File: src/rtl/delay_line_ctl_if.sv
// Stream, control and status bundle for delay_line_ctl.
// The slave modport is the delay line itself; the master modport is whatever drives it.
interface delay_line_ctl_if #(
    parameter int WIDTH     = 8,
    parameter int MAX_DELAY = 16
);
    localparam int DW = $clog2(MAX_DELAY + 1);

    logic             iCe;
    logic             iFlush;
    logic             iDelayLoad;
    logic [DW-1:0]    iDelay;
    logic             iValid;
    logic [WIDTH-1:0] iData;
    logic             oValid;
    logic [WIDTH-1:0] oData;
    logic [DW-1:0]    oDelay;
    logic [DW-1:0]    oCount;
    logic             oDrop;
    logic             oErr;

    modport slave (
        input  iCe, iFlush, iDelayLoad, iDelay, iValid, iData,
        output oValid, oData, oDelay, oCount, oDrop, oErr
    );

    modport master (
        output iCe, iFlush, iDelayLoad, iDelay, iValid, iData,
        input  oValid, oData, oDelay, oCount, oDrop, oErr
    );
endinterface

File: src/rtl/delay_line_ctl.sv
// Runtime-programmable strobe+payload delay line with stall, flush and an in-flight counter.
// The output is a registered-stage mux selected by the active delay.
module delay_line_ctl #(
    parameter int WIDTH         = 8,
    parameter int MAX_DELAY     = 16,
    parameter int DEFAULT_DELAY = 5
) (
    input  logic              aclk,
    input  logic              aresetn,
    delay_line_ctl_if.slave   bus
);
    localparam int DW = $clog2(MAX_DELAY + 1);

    logic [MAX_DELAY:1] stage_v;
    logic [WIDTH-1:0]   stage_d [1:MAX_DELAY];
    logic [DW-1:0]      delay_q;
    logic [DW-1:0]      count_q;
    logic               drop_q;
    logic               err_q;

    logic               tap_v;
    logic [WIDTH-1:0]   tap_d;
    logic               delay_legal;
    logic               load_ok;
    logic               load_bad;
    logic               busy;
    logic               clear_v;

    always_comb begin
        tap_v = 1'b0;
        tap_d = '0;
        for (int k = 1; k <= MAX_DELAY; k++) begin
            if (delay_q == DW'(k)) begin
                tap_v = stage_v[k];
                tap_d = stage_d[k];
            end
        end
    end

    assign delay_legal = (bus.iDelay != '0) && (bus.iDelay <= DW'(MAX_DELAY));
    assign load_ok     = bus.iDelayLoad & delay_legal;
    assign load_bad    = bus.iDelayLoad & ~delay_legal;
    assign busy        = (count_q != '0) | (bus.iCe & bus.iValid);
    // Every legal load clears the valids, even with an empty window: stale strobes parked
    // beyond the old tap would otherwise reappear inside a longer window and corrupt oCount.
    assign clear_v     = load_ok | bus.iFlush;

    always_ff @(posedge aclk) begin
        if (!aresetn) begin
            stage_v <= '0;
            for (int k = 1; k <= MAX_DELAY; k++) begin
                stage_d[k] <= '0;
            end
            delay_q <= DW'(DEFAULT_DELAY);
            count_q <= '0;
            drop_q  <= 1'b0;
            err_q   <= 1'b0;
        end else begin
            drop_q <= load_ok & busy;
            if (load_bad) begin
                err_q <= 1'b1;
            end
            if (load_ok) begin
                delay_q <= bus.iDelay;
            end
            if (bus.iCe) begin
                stage_d[1] <= bus.iData;
                for (int k = 2; k <= MAX_DELAY; k++) begin
                    stage_d[k] <= stage_d[k-1];
                end
            end
            if (clear_v) begin
                stage_v <= '0;
                count_q <= '0;
            end else if (bus.iCe) begin
                stage_v[1] <= bus.iValid;
                for (int k = 2; k <= MAX_DELAY; k++) begin
                    stage_v[k] <= stage_v[k-1];
                end
                count_q <= count_q + DW'(bus.iValid) - DW'(tap_v);
            end
        end
    end

    assign bus.oValid = tap_v;
    assign bus.oData  = tap_d;
    assign bus.oDelay = delay_q;
    assign bus.oCount = count_q;
    assign bus.oDrop  = drop_q;
    assign bus.oErr   = err_q;
endmodule

File: src/flat_wrapper.sv
// flat-port wrapper written by rule: the top's interface ports become plain ports
module delay_line_ctl_flat 
#(
    parameter int WIDTH         = 8,
    parameter int MAX_DELAY     = 16,
    parameter int DEFAULT_DELAY = 5
)
  (aclk, aresetn, bus_iCe, bus_iFlush, bus_iDelayLoad, bus_iDelay, bus_iValid, bus_iData, bus_oValid, bus_oData, bus_oDelay, bus_oCount, bus_oDrop, bus_oErr);
  delay_line_ctl_if #(.WIDTH(WIDTH), .MAX_DELAY(MAX_DELAY)) bus_i ();
  input  logic aclk;
  input  logic aresetn;
  input wire logic [$bits(bus_i.iCe)-1:0] bus_iCe;
  input wire logic [$bits(bus_i.iFlush)-1:0] bus_iFlush;
  input wire logic [$bits(bus_i.iDelayLoad)-1:0] bus_iDelayLoad;
  input wire logic [$bits(bus_i.iDelay)-1:0] bus_iDelay;
  input wire logic [$bits(bus_i.iValid)-1:0] bus_iValid;
  input wire logic [$bits(bus_i.iData)-1:0] bus_iData;
  output wire logic [$bits(bus_i.oValid)-1:0] bus_oValid;
  output wire logic [$bits(bus_i.oData)-1:0] bus_oData;
  output wire logic [$bits(bus_i.oDelay)-1:0] bus_oDelay;
  output wire logic [$bits(bus_i.oCount)-1:0] bus_oCount;
  output wire logic [$bits(bus_i.oDrop)-1:0] bus_oDrop;
  output wire logic [$bits(bus_i.oErr)-1:0] bus_oErr;
  assign bus_i.iCe = bus_iCe;
  assign bus_i.iFlush = bus_iFlush;
  assign bus_i.iDelayLoad = bus_iDelayLoad;
  assign bus_i.iDelay = bus_iDelay;
  assign bus_i.iValid = bus_iValid;
  assign bus_i.iData = bus_iData;
  assign bus_oValid = bus_i.oValid;
  assign bus_oData = bus_i.oData;
  assign bus_oDelay = bus_i.oDelay;
  assign bus_oCount = bus_i.oCount;
  assign bus_oDrop = bus_i.oDrop;
  assign bus_oErr = bus_i.oErr;
  delay_line_ctl #(.WIDTH(WIDTH), .MAX_DELAY(MAX_DELAY), .DEFAULT_DELAY(DEFAULT_DELAY)) u_core (.aclk(aclk), .aresetn(aresetn), .bus(bus_i));
endmodule
File: config.mk
export PLATFORM = sky130hd
export DESIGN_NAME = delay_line_ctl_flat
export DESIGN_NICKNAME = d
export VERILOG_FILES = /design/src/rtl/delay_line_ctl_if.sv /design/src/rtl/delay_line_ctl.sv /design/src/flat_wrapper.sv
export SDC_FILE = /design/constraint.sdc
export NUM_CORES = 1
export LEC_CHECK = 0
export CELL_PAD_IN_SITES_DETAIL_PLACEMENT = 0
export CELL_PAD_IN_SITES_GLOBAL_PLACEMENT = 1
export CORE_MARGIN = 5
export CORE_UTILIZATION = 51
export CTS_CLUSTER_SIZE = 24
export DETAILED_ROUTE_END_ITERATION = 7
export DONT_BUFFER_PORTS = 1
export PLACE_DENSITY = 0.77
export SETUP_SLACK_MARGIN = 0.02
export SYNTH_ARGS = -nofsm -noshare
export SYNTH_HDL_FRONTEND = slang
export SYNTH_SLANG_ARGS = --single-unit
export TNS_END_PERCENT = 20
File: constraint.sdc
create_clock -name aclk -period 5.12 [get_ports aclk]
set_clock_uncertainty 0.2 [all_clocks]
set_input_delay 0.512 -clock aclk [delete_from_list [all_inputs] [get_ports aclk]]
set_output_delay 0.512 -clock aclk [all_outputs]
set_load 0.02 [all_outputs]
* After elaboration in Yosys (flattened, before gate mapping)
Memories as Yosys holds them, arrays and structs flattened. Index checks and enable logic that the tools add are counted. W data, S select, Z words.
Word-level totals: flip-flop bits (word level) 28, RAM bits 128, input port bits 19, output and inout port bits 21, word-level logic and storage cells 105, memories 1
Memories:
- u_core.stage_d | depth 16, bits a word 8, rd ports 16, clocked after memory_dff 0, write ports 16, RTL line delay_line_ctl.sv:15 | logic [WIDTH-1:0] stage_d [1:MAX_DELAY];
Operators by class: add/sub/neg operators 2, $lt $le $gt $ge 1, equality and inequality tests 16, multiplexer cells 52, bitwise logic cells 24, reductions and logical operators 4
Operators by type and width (number):
- $mux W8 | 32
- $eq A5 B4 Y1 const B | 8
- $eq A5 B3 Y1 const B | 4
- $mux W1 | 20
- $or A1 B1 Y1 | 18
- $eq A5 B2 Y1 const B | 2
- $reduce_bool A5 Y1 | 2
- $add A5 B1 Y5 | 1
- $eq A5 B1 Y1 const B | 1
- $eq A5 B5 Y1 const B | 1
- $le A5 B5 Y1 const B | 1
- $sub A5 B1 Y5 | 1
- $and A1 B1 Y1 | 4
- $not A1 Y1 | 2
- $reduce_or A2 Y1 | 1
- $logic_and A1 B1 Y1 | 1

* Logic depth before layout (Yosys ltp)
Gate-level depths: netlist of run 1.
depth after elaboration 18, depth in mapped cells 18, mapped depth without buffers 15

* Least setup slack after synthesis of run 1
No wires, ideal clock.
path type in2reg, start point input aresetn, end point register, netlist name u_core.stage_d[0][100], setup time 1.114 ns, arrival time 3.125 ns, required time 3.806 ns, slack 0.680 ns, stages 3, path buffers 2, cell sequence clkbuf_1 clkbuf_1 nand2_1
RTL lines:
- start: declaration | RTL line flat_wrapper.sv:11 | input logic aresetn;

* Final worst setup path of run 1
start point register u_core.delay_q[3] (netlist: u_core.bus.oDelay[3]), end point register u_core.count_q[4] (netlist: u_core.bus.oCount[4])
On the way: word-level cells in the longest chain between the ends 18, elaborated cells between the ends (all ways) 33, those cells by class add/sub: 1; eq/ne: 16; mux: 16
RTL lines:
- start: declaration | RTL line delay_line_ctl.sv:16 | logic [DW-1:0] delay_q;
- start signal: assignment | RTL line delay_line_ctl.sv:54 | delay_q <= DW'(DEFAULT_DELAY);
- start signal: assignment | RTL line delay_line_ctl.sv:64 | delay_q <= bus.iDelay;
- $eq A5 B1 Y1 | RTL line delay_line_ctl.sv:33 | if (delay_q == DW'(k)) begin
- $mux W1 (15 in series) | RTL line delay_line_ctl.sv:33
- $mux W1 * | RTL line delay_line_ctl.sv:33
- named net bus_oValid | RTL line flat_wrapper.sv:18 | output wire logic [$bits(bus_i.oValid)-1:0] bus_oValid;
- $sub A5 B1 Y5 * | RTL line delay_line_ctl.sv:80 | count_q <= count_q + DW'(bus.iValid) - DW'(tap_v);
- end signal: assignment | RTL line delay_line_ctl.sv:80
- end: declaration | RTL line delay_line_ctl.sv:17 | logic [DW-1:0] count_q;
The timed path passes the listed nets; every way through them passes the cells marked *. A chain may end at the register's enable or synchronous reset.

==> summary.md, run 1 <==
| Metric | Value |
|---|---|
| Status | `finished, final reports clean` |
| Clock latency on the worst-skew pair | `0.43 ns` |
| I/O pins | `40` |
| Layout cells sized above 1 | `9.091%` |
| Initial antenna violation count | `0` |
| Post-DP HPWL | `14010 µm` |
| Crit. path cell count | `15` |
| CP bufs+invs | `2` |
| Cts repair resizes | `0` |
| Post-synth EDFFs | `128` |
| Routed wire length | `21380 µm` |
| Synth Area in XOR/XNOR | `0.3345%` |
| Overall Global Routing Usage | `24.21%` |
| Die area | `17980 µm²` |
| Area fraction in compound gates after synthesis | `12.22%` |
| Largest family of logic cells by synthesized area | `simple AND/OR/NAND/NOR gates` |
| Die span in x | `134.1 µm` |
| Slowest-stage cell, CP | `dfxtp_1` |
| Synth Cell Area | `7855 µm²` |
| Pre-CTS setup slack | `0.8322 ns` |
| Post-synth ARST share | `0%` |
| Setup crit end kind | `register` |
| Clock transition at path regs | `0.06 ns` |
| TritonCTS Buffers | `17` |
| Min-delay worst type | `input port to register` |
| CP startpoint | `u_core.bus.oDelay[3]$_SDFFE_PN0P_` |
| Worst path max stage delay | `1.05 ns` |
| Worst-Margin Slew | `1.114 ns` |
| Netlist cell types | `69` |
| CP Class | `register to register` |
| Commonest cells post-synth | `and3_1 (131), edfxtp_1 (128), nor2_1 (49)` |
| Row cnt | `45` |
| Crit path max fanout | `23` |
| Initial Util | `51.86%` |
| Core area | `15150 µm²` |
| Required time of the critical path | `5.27 ns` |
| Period minus WS final | `4.396 ns` |
| PnR worst setup slack | `0.7242 ns` |
| Most used flip-flop cell after synthesis | `edfxtp_1` |
| Area share of the leading cell type in the synthesized netlist | `48.93%` |
| Max Freq | `0.2275 GHz` |
| CP cell instances | `nor2b_1 -> a32oi_1 -> o32a_1 -> a21oi_1 -> a21o_1 -> ha_1 -> inv_1 -> ha_1 -> inv_1 -> fa_1 -> nand2b_1 -> a21oi_1 -> o21ai_0 -> a21oi_1 -> mux2i_1` |
| Delay-heaviest family, CP | `compound AO/OA/AOI/OAI gates` |
| Final nets | `707` |
| CTS tree | `yes` |
| Detailed Route Iter0 Violations | `863` |
| Vias in the first global route | `5499` |
| Remaining Overflow, GRT | `0` |
| Setup Fix Bufs, Post-CTS | `0` |
| Syn Area/Cell | `11.09 µm²` |
| Diodes inserted | `0` |
| Net count after synthesis | `734` |
| First-pass GRT wire length | `33110 µm` |
| Synth-to-layout area growth | `7.821%` |
| R2R depth | `15` |
| CP Launch Type | `register` |
| Peak supply drop | `0.2295 mV` |
| Post-Synth Adder-Cell Area | `1.211%` |
| Pwr/cell area | `344.7 nW/µm²` |
| Final Hold Viols | `0` |
| Slew headroom | `25.63%` |
| CTS Buffer Depth | `2` |
| Final setup TNS | `0 ns` |
| Top area cells in the synthesized netlist | `edfxtp_1 (49%), and3_1 (10%), dfxtp_1 (7.1%)` |
| Die height | `134.1 µm` |
| Antenna violation net count after detailed routing | `0` |
| Synth area leader | `edfxtp_1` |
| Crit path top cell by count | `a21oi_1` |
| RSZ-0062 raised after global routing | `false` |
| Clk sink count | `156` |
| Final Cycle Share | `85.86%` |
| Via count | `5653` |
| Slew Limit Fails | `0` |
| H-tree depth | `4` |
| CP arrival | `4.55 ns` |
| Crit path to | `u_core.bus.oCount[4]$_SDFFE_PP0P_` |
| Seq/Total Area, Yosys | `56.07%` |
| Cells after Synth | `708` |
| Static Leak | `0.003596 µW` |
| Final setup vio count | `0` |
| Mux contribution to synthesized area | `5.193%` |
| IO buf count | `0` |
| Avg WL per Cell | `24.26 µm` |
| R2r startpoint | `u_core.bus.oDelay[3]$_SDFFE_PN0P_` |
| Synth warnings | `0` |
| Max cap viols | `0` |
| CTS root buffer | `clkbuf_16` |
| First drt pass iteration count | `5` |
| Placer congestion estimate | `0.9404` |
| Flop-to-flop setup slack | `0.72 ns` |
| Largest net degree at the start of global routing | `150` |
| FF+latch count, synth | `156` |
| Reg2reg end | `u_core.bus.oCount[4]$_SDFFE_PP0P_` |
| Post-Synth Simple-Gate Area | `20.36%` |
| Post-DR vias/cell | `6.417` |
| Top-count cell post-synth | `and3_1` |
| # DRC | `0` |
## how the worst min path moves through the flow
stage	from	to	slack, ns	cells after the start
2_1_floorplan	u_core.stage_v[1]$_SDFFE_PP0P_	u_core.stage_v[1]$_SDFFE_PP0P_	0.26	2
3_3_place_gp	u_core.stage_v[9]$_SDFFE_PP0P_	u_core.stage_v[9]$_SDFFE_PP0P_	0.30	2
3_5_place_dp	u_core.stage_v[16]$_SDFFE_PP0P_	u_core.stage_v[16]$_SDFFE_PP0P_	0.30	2
4_1_cts	aresetn	u_core.bus.oDrop$_SDFF_PN0_	0.008	2
5_1_grt	aresetn	u_core.bus.oErr$_SDFFE_PN0P_	0.04	1
6_report	bus_iDelay[2]	u_core.bus.oDelay[2]$_SDFFE_PN1P_	0.03	2
## where the power goes
part | switching (µW) | internal, µW | total [µW] | leakage, µW
Clock | 506 | 655 | 1160 | 0.000257
Combinational | 161 | 91.0 | 252 | 0.00170
Sequential | 59.0 | 1450 | 1510 | 0.00164
## worst register-to-register path: stages, from the launching register on
cell and delay (ns):
dfxtp_1 1.05, nor2b_1 0.46, a32oi_1 0.18, o32a_1 0.24
a21oi_1 0.16, a21o_1 0.29, ha_1 0.30, inv_1 0.06
ha_1 0.16, inv_1 0.05, fa_1 0.39, nand2b_1 0.16
a21oi_1 0.16, o21ai_0 0.09, a21oi_1 0.17, mux2i_1 0.20
## layout make-up
class,instances,area [µm²]
clock inverter,14,106.4
inverter,16,60.06
timing repair buffer,18,140.1
tap,188,235.2
multi-input combinational,472,3095
clock buffer,17,425.4
fill,1275,6676
sequential,156,4407
## flip-flops by register name, indices dropped and copies added (netlist names)
register and count:
u_core.bus.oErr 1, u_core.bus.oCount 5, u_core.bus.oDrop 1, u_core.stage_d 128, u_core.bus.oDelay 5, u_core.stage_v 16
## per-stage QoR
step / std cells / hold slack (ns) / utilization (%) / power (µW) / instance area, µm²
finish: 881 / 0.03407 / 55.92 / 2920 / 8469
global route: 881 / 0.03914 / 55.92 / 3022 / 8469
global placement: 848 / 0.3035 / 52.28 / 1779 / 7918
floorplan: 708 / 0.2572 / - / 1719 / 7855
CTS: 881 / 0.007646 / 55.92 / 2935 / 8469
detailed placement: 848 / 0.3038 / 52.28 / 1781 / 7918
## metal layers
metal	routed length, µm	global-route usage, %
met5	0	0
met4	437	7.805
met1	9666	35.09
met3	1300	4.426
met2	9973	37.14
## kinds of logic after synthesis
logic type,count (synthesis)
AND/OR/NAND/NOR,279
multiplexers,40
AO/OA/AOI/OAI,143
buffers and inverters,80
adder cells (fa/ha/maj),7
flip-flops,156
XOR/XNOR,3
## cell usage in the layout, fill, tap and decap left out, types with 13 or more instances in the layout
| cell type | instances |
|---|---|
| clkbuf_16 | 17 |
| buf_4 | 16 |
| mux2i_1 | 34 |
| edfxtp_1 | 128 |
| nand2_1 | 23 |
| inv_1 | 13 |
| dfxtp_1 | 26 |
| a21oi_1 | 30 |
| nand3_1 | 19 |
| o21ai_0 | 22 |
| and3_1 | 131 |
| nor2_1 | 49 |
## timing repair
action | in CTS | in global routing
endpoints found under the setup margin | 0 | 0
endpoints found under the hold margin | 4 | 0
hold buffers | 2 | 0
No activity file was read; power rests on OpenSTA's default activity.
==> run 2, diff against run 1 <==
==> constraint.sdc (replaced) <==
create_clock -name aclk -period 5.12 [get_ports aclk]
set_clock_uncertainty 0.2 [all_clocks]
set_input_delay 0.768 -clock aclk [delete_from_list [all_inputs] [get_ports aclk]]
set_output_delay 0.768 -clock aclk [all_outputs]
set_load 0.02 [all_outputs]
==> run 2 against run 1 <==
Compared with the run above:
- clock-buffer cell count is the same
- combinational power is essentially flat
- sequential power is essentially flat
- via count grew 1.8%
- setup slack gained 0.11 ns
- sequential cell count is the same
- die area is the same
- critical path depth shrank 9
- critical endpoint is now bus_oData[2]
- largest cell class unchanged
- worst hold slack gained 0.19 ns
- power grew 8.1%
- non-clock buffer count shrank 5
- routed wire length shrank 0.46%
==> summary.md, run 2 (synthesis gave the netlist of run 1 again) <==
| Metric | Value |
|---|---|
| Slowest-stage cell, CP | `dfxtp_1 (unchanged)` |
| Sw Share | `23.83% (was 24.85%)` |
| Final setup TNS | `0 ns (unchanged)` |
| Slew headroom | `27.86% (was 25.63%)` |
| Final setup vio count | `0 (unchanged)` |
| Pwr/cell area | `368.6 nW/µm² (was 344.7 nW/µm²)` |
| Worst path max stage delay | `1.03 ns (was 1.05 ns)` |
| Max Freq | `0.2332 GHz (was 0.2275 GHz)` |
| CTS Hold Bufs | `0 (was 2)` |
| Die area | `17980 µm² (unchanged)` |
| Largest registers | `u_core.stage_d: 128 flops, u_core.stage_v: 16 flops (unchanged)` |
| Post-DP HPWL | `13490 µm (was 14010 µm)` |
| Fin area | `8564 µm² (was 8469 µm²)` |
| CTS root buffer | `clkbuf_16 (unchanged)` |
| CP Launch Type | `register (unchanged)` |
| Placer congestion estimate | `0.9503 (was 0.9404)` |
| Avg WL per Cell | `24.26 µm (about the same)` |
| Routed wire length | `21280 µm (was 21380 µm)` |
| Die span in x | `134.1 µm (unchanged)` |
| FILL cells | `1285 (was 1275)` |
| Status | `finished, final reports clean (unchanged)` |
| Clk sink count | `156 (unchanged)` |
| Diodes inserted | `0 (unchanged)` |
| Overall Global Routing Usage | `23.87% (was 24.21%)` |
| Period minus WS final | `4.288 ns (was 4.396 ns)` |
| Multi-input gate area | `3095 µm² (unchanged)` |
| Power share of the clock group | `44.3% (was 39.8%)` |
| Via count | `5755 (was 5653)` |
| Min-delay worst type | `input port to register (unchanged)` |
| Largest Register | `u_core.stage_d (unchanged)` |
| Layout cells sized above 1 | `8.999% (was 9.091%)` |
| Remaining Overflow, GRT | `0 (unchanged)` |
| Final Cycle Share | `83.75% (was 85.86%)` |
| Die height | `134.1 µm (unchanged)` |
| Most frequent cells in the layout | `and3_1 (131), edfxtp_1 (128), nor2_1 (49), mux2i_1 (34), a21oi_1 (30) (unchanged)` |
| Core area | `15150 µm² (unchanged)` |
| Row cnt | `45 (unchanged)` |
| Setup crit end kind | `output pin (was register)` |
| # DRC | `0 (unchanged)` |
| Max cap viols | `0 (unchanged)` |
| First-pass GRT wire length | `32550 µm (was 33110 µm)` |
| Most common cell after layout, fill and taps aside | `and3_1 (unchanged)` |
| CP arrival | `3.32 ns (was 4.55 ns)` |
| Crit path max fanout | `23 (unchanged)` |
| Delay-heaviest family, CP | `compound AO/OA/AOI/OAI gates (unchanged)` |
| Initial antenna violation count | `0 (unchanged)` |
| Peak supply drop | `0.2343 mV (was 0.2295 mV)` |
| Post-DR vias/cell | `6.562 (was 6.417)` |
| Detail Route met3 WL | `1436 µm (was 1300 µm)` |
| Detailed Route Iter0 Violations | `692 (was 863)` |
| P_int | `2405 µW (was 2194 µW)` |
| Final Hold Viols | `0 (unchanged)` |
| Largest net degree at the start of global routing | `151 (was 150)` |
| Seq pwr share | `47.7% (was 51.6%)` |
| CP Class | `register to output pin (was register to register)` |
| Max reg flops | `128 (unchanged)` |
| I/O pins | `40 (unchanged)` |
| Routed met1 length | `9434 µm (was 9666 µm)` |
| Clock transition at path regs | `0.06 ns (about the same)` |
| Met2 routed WL | `9902 µm (was 9973 µm)` |
| H-tree depth | `4 (unchanged)` |
| Final nets | `702 (was 707)` |
| First drt pass iteration count | `6 (was 5)` |
| IO buf count | `0 (unchanged)` |
| Cts repair resizes | `0 (unchanged)` |
| CTS Buffer Depth | `2 (unchanged)` |
| Reported net switching power | `752.3 µW (was 725.5 µW)` |
| Slew Limit Fails | `0 (unchanged)` |
| Register area | `4407 µm² (unchanged)` |
| Required time of the critical path | `4.15 ns (was 5.27 ns)` |
| CP bufs+invs | `1 (was 2)` |
| Worst-Margin Slew | `1.081 ns (was 1.114 ns)` |
| Antenna violation net count after detailed routing | `0 (unchanged)` |
| Static Leak | `0.003639 µW (was 0.003596 µW)` |
| Clock latency on the worst-skew pair | `0.43 ns (about the same)` |
| CTS tree | `yes (unchanged)` |
| Synth-to-layout area growth | `9.031% (was 7.821%)` |
| Logic pwr share | `8.0% (was 8.6%)` |
| Vias in the first global route | `5414 (was 5499)` |
| Setup Fix Bufs, Post-CTS | `0 (unchanged)` |
| CP cell instances | `nor3b_2 -> buf_4 -> o21ai_1 -> a211oi_1 -> nor3_1 -> a21oi_1 (was nor2b_1 -> a32oi_1 -> o32a_1 -> a21oi_1 -> a21o_1 -> ha_1 -> inv_1 -> ha_1 -> inv_1 -> fa_1 -> nand2b_1 -> a21oi_1 -> o21ai_0 -> a21oi_1 -> mux2i_1)` |
| Top Metal Used | `met4 (unchanged)` |
| Initial Util | `51.86% (unchanged)` |
| RSZ-0062 raised after global routing | `false (unchanged)` |
| TritonCTS Buffers | `17 (unchanged)` |
| Placed Area | `7920 µm² (was 7918 µm²)` |
run 2: cell count changes in the layout (fill, tap and decap cells not counted):
cell | before | now
buf_4 | 16 | 11
clkinv_2 | 5 | 2
buf_12 | 0 | 2
dlygate4sd3_1 | 2 | 0
inv_6 | 0 | 3
clkinvlp_4 | 3 | 1
bufinv_16 | 1 | 5
clkinv_1 | 3 | 2
run 2: per-stage QoR:
stage	utilization [%]	hold slack, ns	cells	setup slack (ns)	total power [µW]
final	56.55	0.2255	877	0.8318	3157
after global routing	56.55	0.2106	877	0.5647	3254
after CTS	56.55	0.2051	877	0.8831	3168
after detailed placement	52.29	0.3086	845	0.9102	1781
after global placement	52.29	0.3048	845	0.9962	1780
after floorplan	-	0.2572	708	0.4245	1719
run 2: metal layers:
layer | vias to the layer above | global-route usage, %
met5 | - | 0
met4 | 0 | 8.428
met3 | 31 | 5.401
met2 | 230 | 36.19
met1 | 2883 | 34.00
li1 | 2611 | -
run 2: cell type report:
cell class | count | area share, %
Sequential cell | 156 | 51.45
Multi-Input combinational cell | 472 | 36.14
Clock buffer | 17 | 4.967
Tap cell | 188 | 2.747
Clock inverter | 15 | 2.557
Timing Repair Buffer | 13 | 1.432
Inverter | 16 | 0.7012
run 2: worst paths after layout:
kind | startpoint | endpoint | slack [ns] | cells after the start
worst max register to register | u_core.bus.oDelay[3]$_SDFFE_PN0P_ | u_core.bus.oCount[4]$_SDFFE_PP0P_ | 0.86 | 15
worst min register to register | u_core.stage_v[16]$_SDFFE_PP0P_ | u_core.stage_v[16]$_SDFFE_PP0P_ | 0.32 | 2
worst max-delay path | u_core.bus.oDelay[3]$_SDFFE_PN0P_ | bus_oData[2] | 0.83 | 6
worst min-delay path | aresetn | u_core.bus.oDelay[0]$_SDFFE_PN1P_ | 0.23 | 1
run 2: power groups by stage:
stage	Combinational (µW)	Sequential [µW]	Clock (µW)
2_1_floorplan	213	1510	0
3_3_place_gp	249	1530	0
3_5_place_dp	250	1530	0
4_1_cts	252	1500	1410
5_1_grt	273	1510	1470
6_report	253	1510	1400
==> run 3, diff against run 2 <==
Clock period 5.12 ns to 4.3 ns, I/O delays scaled along.
==> run 3 against run 2 <==
Compared with the run above:
- cell count grew 1.6%
- non-clock buffer count grew 14
- critical path depth grew 10
- die area is the same
- core utilization grew 0.32 points
- sequential power grew 19%
- setup slack lost 0.33 ns
- clock power grew 8%
- critical endpoint is now u_core.bus.oCount[4]$_SDFFE_PP0P_
- largest cell class unchanged
==> summary.md, run 3 (synthesis gave the netlist of run 1 again) <==
| Metric | Value |
|---|---|
| Setup Fix Bufs, Post-CTS | `0 (unchanged)` |
| Multi-input gate area | `3095 µm² (unchanged)` |
| Post-DP HPWL | `13340 µm (was 13490 µm)` |
| IO buf count | `0 (unchanged)` |
| # DRC | `0 (unchanged)` |
| Avg WL per Cell | `23.28 µm (was 24.26 µm)` |
| Placer congestion estimate | `0.9150 (was 0.9503)` |
| TritonCTS Buffers | `17 (unchanged)` |
| Final setup TNS | `0 ns (unchanged)` |
| RSZ-0062 raised after global routing | `false (unchanged)` |
| CP Launch Type | `register (unchanged)` |
| Routed wire length | `20740 µm (was 21280 µm)` |
| I/O pins | `40 (unchanged)` |
| Register area | `4407 µm² (unchanged)` |
| Diodes inserted | `0 (unchanged)` |
| Slew Limit Fails | `0 (unchanged)` |
| Slew headroom | `46.14% (was 27.86%)` |
| Flop-to-flop setup slack | `0.50 ns (was 0.86 ns)` |
| Most common cell after layout, fill and taps aside | `and3_1 (unchanged)` |
| Remaining Overflow, GRT | `0 (unchanged)` |
| Via count | `5733 (was 5755)` |
| Max Freq | `0.2630 GHz` |
| Core area | `15150 µm² (unchanged)` |
| Pwr/cell area | `418.8 nW/µm² (was 368.6 nW/µm²)` |
| CTS Buffer Depth | `2 (unchanged)` |
| Die height | `134.1 µm (unchanged)` |
| Synth-to-layout area growth | `9.653% (was 9.031%)` |
| Die area | `17980 µm² (unchanged)` |
| Max reg flops | `128 (unchanged)` |
| Largest net degree at the start of global routing | `151 (unchanged)` |
| Crit path max fanout | `14 (was 23)` |
| Worst hold margin | `0.08684 ns (was 0.2255 ns)` |
| Final nets | `716 (was 702)` |
| Final setup vio count | `0 (unchanged)` |
| Clock latency on the worst-skew pair | `0.45 ns (was 0.43 ns)` |
| Static Leak | `0.003677 µW (was 0.003639 µW)` |
| Worst-Margin Slew | `0.8079 ns (was 1.081 ns)` |
| CP startpoint | `u_core.bus.oDelay[3]$_SDFFE_PN0P_ (unchanged)` |
| Post-DR vias/cell | `6.434 (was 6.562)` |
| CTS tree | `yes (unchanged)` |
| Pre-CTS setup slack | `0.5214 ns (was 0.9102 ns)` |
| Layout cells sized above 1 | `10.95% (was 8.999%)` |
| Max cap viols | `0 (unchanged)` |
| First drt pass iteration count | `7 (was 6)` |
| H-tree depth | `4 (unchanged)` |
| Initial Util | `51.86% (unchanged)` |
| R2r startpoint | `u_core.bus.oDelay[3]$_SDFFE_PN0P_ (unchanged)` |
| CTS root buffer | `clkbuf_16 (unchanged)` |
| Row cnt | `45 (unchanged)` |
| Clk sink count | `156 (unchanged)` |
| Initial antenna violation count | `0 (unchanged)` |
| Period minus WS final | `3.802 ns` |
| Detailed Route Iter0 Violations | `702 (was 692)` |
| PnR worst setup slack | `0.4980 ns (was 0.8318 ns)` |
| CTS Hold Bufs | `0 (unchanged)` |
| FILL cells | `1246 (was 1285)` |
| First-pass GRT wire length | `32450 µm (was 32550 µm)` |
| Final Cycle Share | `88.42%` |
| Largest Register | `u_core.stage_d (unchanged)` |
| Overall Global Routing Usage | `23.48% (was 23.87%)` |
| Die span in x | `134.1 µm (unchanged)` |
| CP arrival | `3.97 ns (was 3.32 ns)` |
| Clock transition at path regs | `0.06 ns (about the same)` |
| Cts repair resizes | `0 (unchanged)` |
| Peak supply drop | `0.3700 mV (was 0.2343 mV)` |
| Most frequent cells in the layout | `and3_1 (131), edfxtp_1 (128), nor2_1 (49), mux2i_1 (34), a21oi_1 (30) (unchanged)` |
| Min-delay worst type | `input port to register (unchanged)` |
| Antenna violation net count after detailed routing | `0 (unchanged)` |
| Hold path startpoint | `aresetn (unchanged)` |
| Required time of the critical path | `4.47 ns (was 4.15 ns)` |
| Setup crit end kind | `register (was output pin)` |
| Largest registers | `u_core.stage_d: 128 flops, u_core.stage_v: 16 flops (unchanged)` |
| Final Hold Viols | `0 (unchanged)` |
| Status | `finished, final reports clean (unchanged)` |
| CP Class | `register to register (was register to output pin)` |
| Vias in the first global route | `5572 (was 5414)` |
## run 3: changes by cell type in the layout (fill, tap and decap cells not counted), sizes merged
cell / delta
buf: +14
bufinv: -3
clkinv: -1
clkinvlp: +3
inv: +1
## run 3: worst max-delay path, cell delays in order (launching register included)
cell and delay, ns:
dfxtp_1 0.70, buf_4 0.29, nor2_1 0.14, nand2_1 0.11, o21ai_0 0.09, a221o_1 0.28, a21o_1 0.20, ha_1 0.28
inv_1 0.06, ha_1 0.15, inv_1 0.05, fa_1 0.39, nand2b_1 0.17, a21oi_1 0.16, o21ai_0 0.09, a21oi_1 0.17
mux2i_1 0.19
## run 3: area by class of cell
type                            instances  share of cell area [%]
Clock buffer                           17                   4.939
Multi-Input combinational cell        472                   35.94
Tap cell                              188                   2.731
Sequential cell                       156                   51.16
Timing Repair Buffer                   27                   2.644
Clock inverter                         15                   1.888
Inverter                               16                  0.6973
## run 3: through the flow
step                cell area [µm²]  total power [µW]  util (%)  cells
finish                         8613              3608     56.87    891
global route                   8613              3726     56.87    891
CTS                            8613              3620     56.87    891
detailed placement             8025              2127     52.99    859
global placement               8025              2124     52.99    859
floorplan                      7858              2043         -    708
## run 3: per-layer routing
layer  up-vias  GRT usage, %  wire [µm]
li1       2637             -          -
met5         -             0          0
met3        49         3.826       1140
met2       223         36.22       9552
met4         0         9.276        546
met1      2824         33.46       9499
## run 3: path summary, 6_finish.rpt
check	endpoint	cells past startpoint
setup / recovery	u_core.bus.oCount[4]$_SDFFE_PP0P_	16
hold / removal	u_core.bus.oDelay[0]$_SDFFE_PN1P_	1
setup reg to reg	u_core.bus.oCount[4]$_SDFFE_PP0P_	16
hold reg to reg	u_core.stage_v[1]$_SDFFE_PP0P_	2
## run 3: report_power, final
part	leakage, µW	switching, µW	total, µW	internal (µW)
Sequential	0.00164	64.8	1790	1720
Combinational	0.00176	194	313	119
Clock	0.000276	646	1510	861
Total	0.00368	905	3610	2700
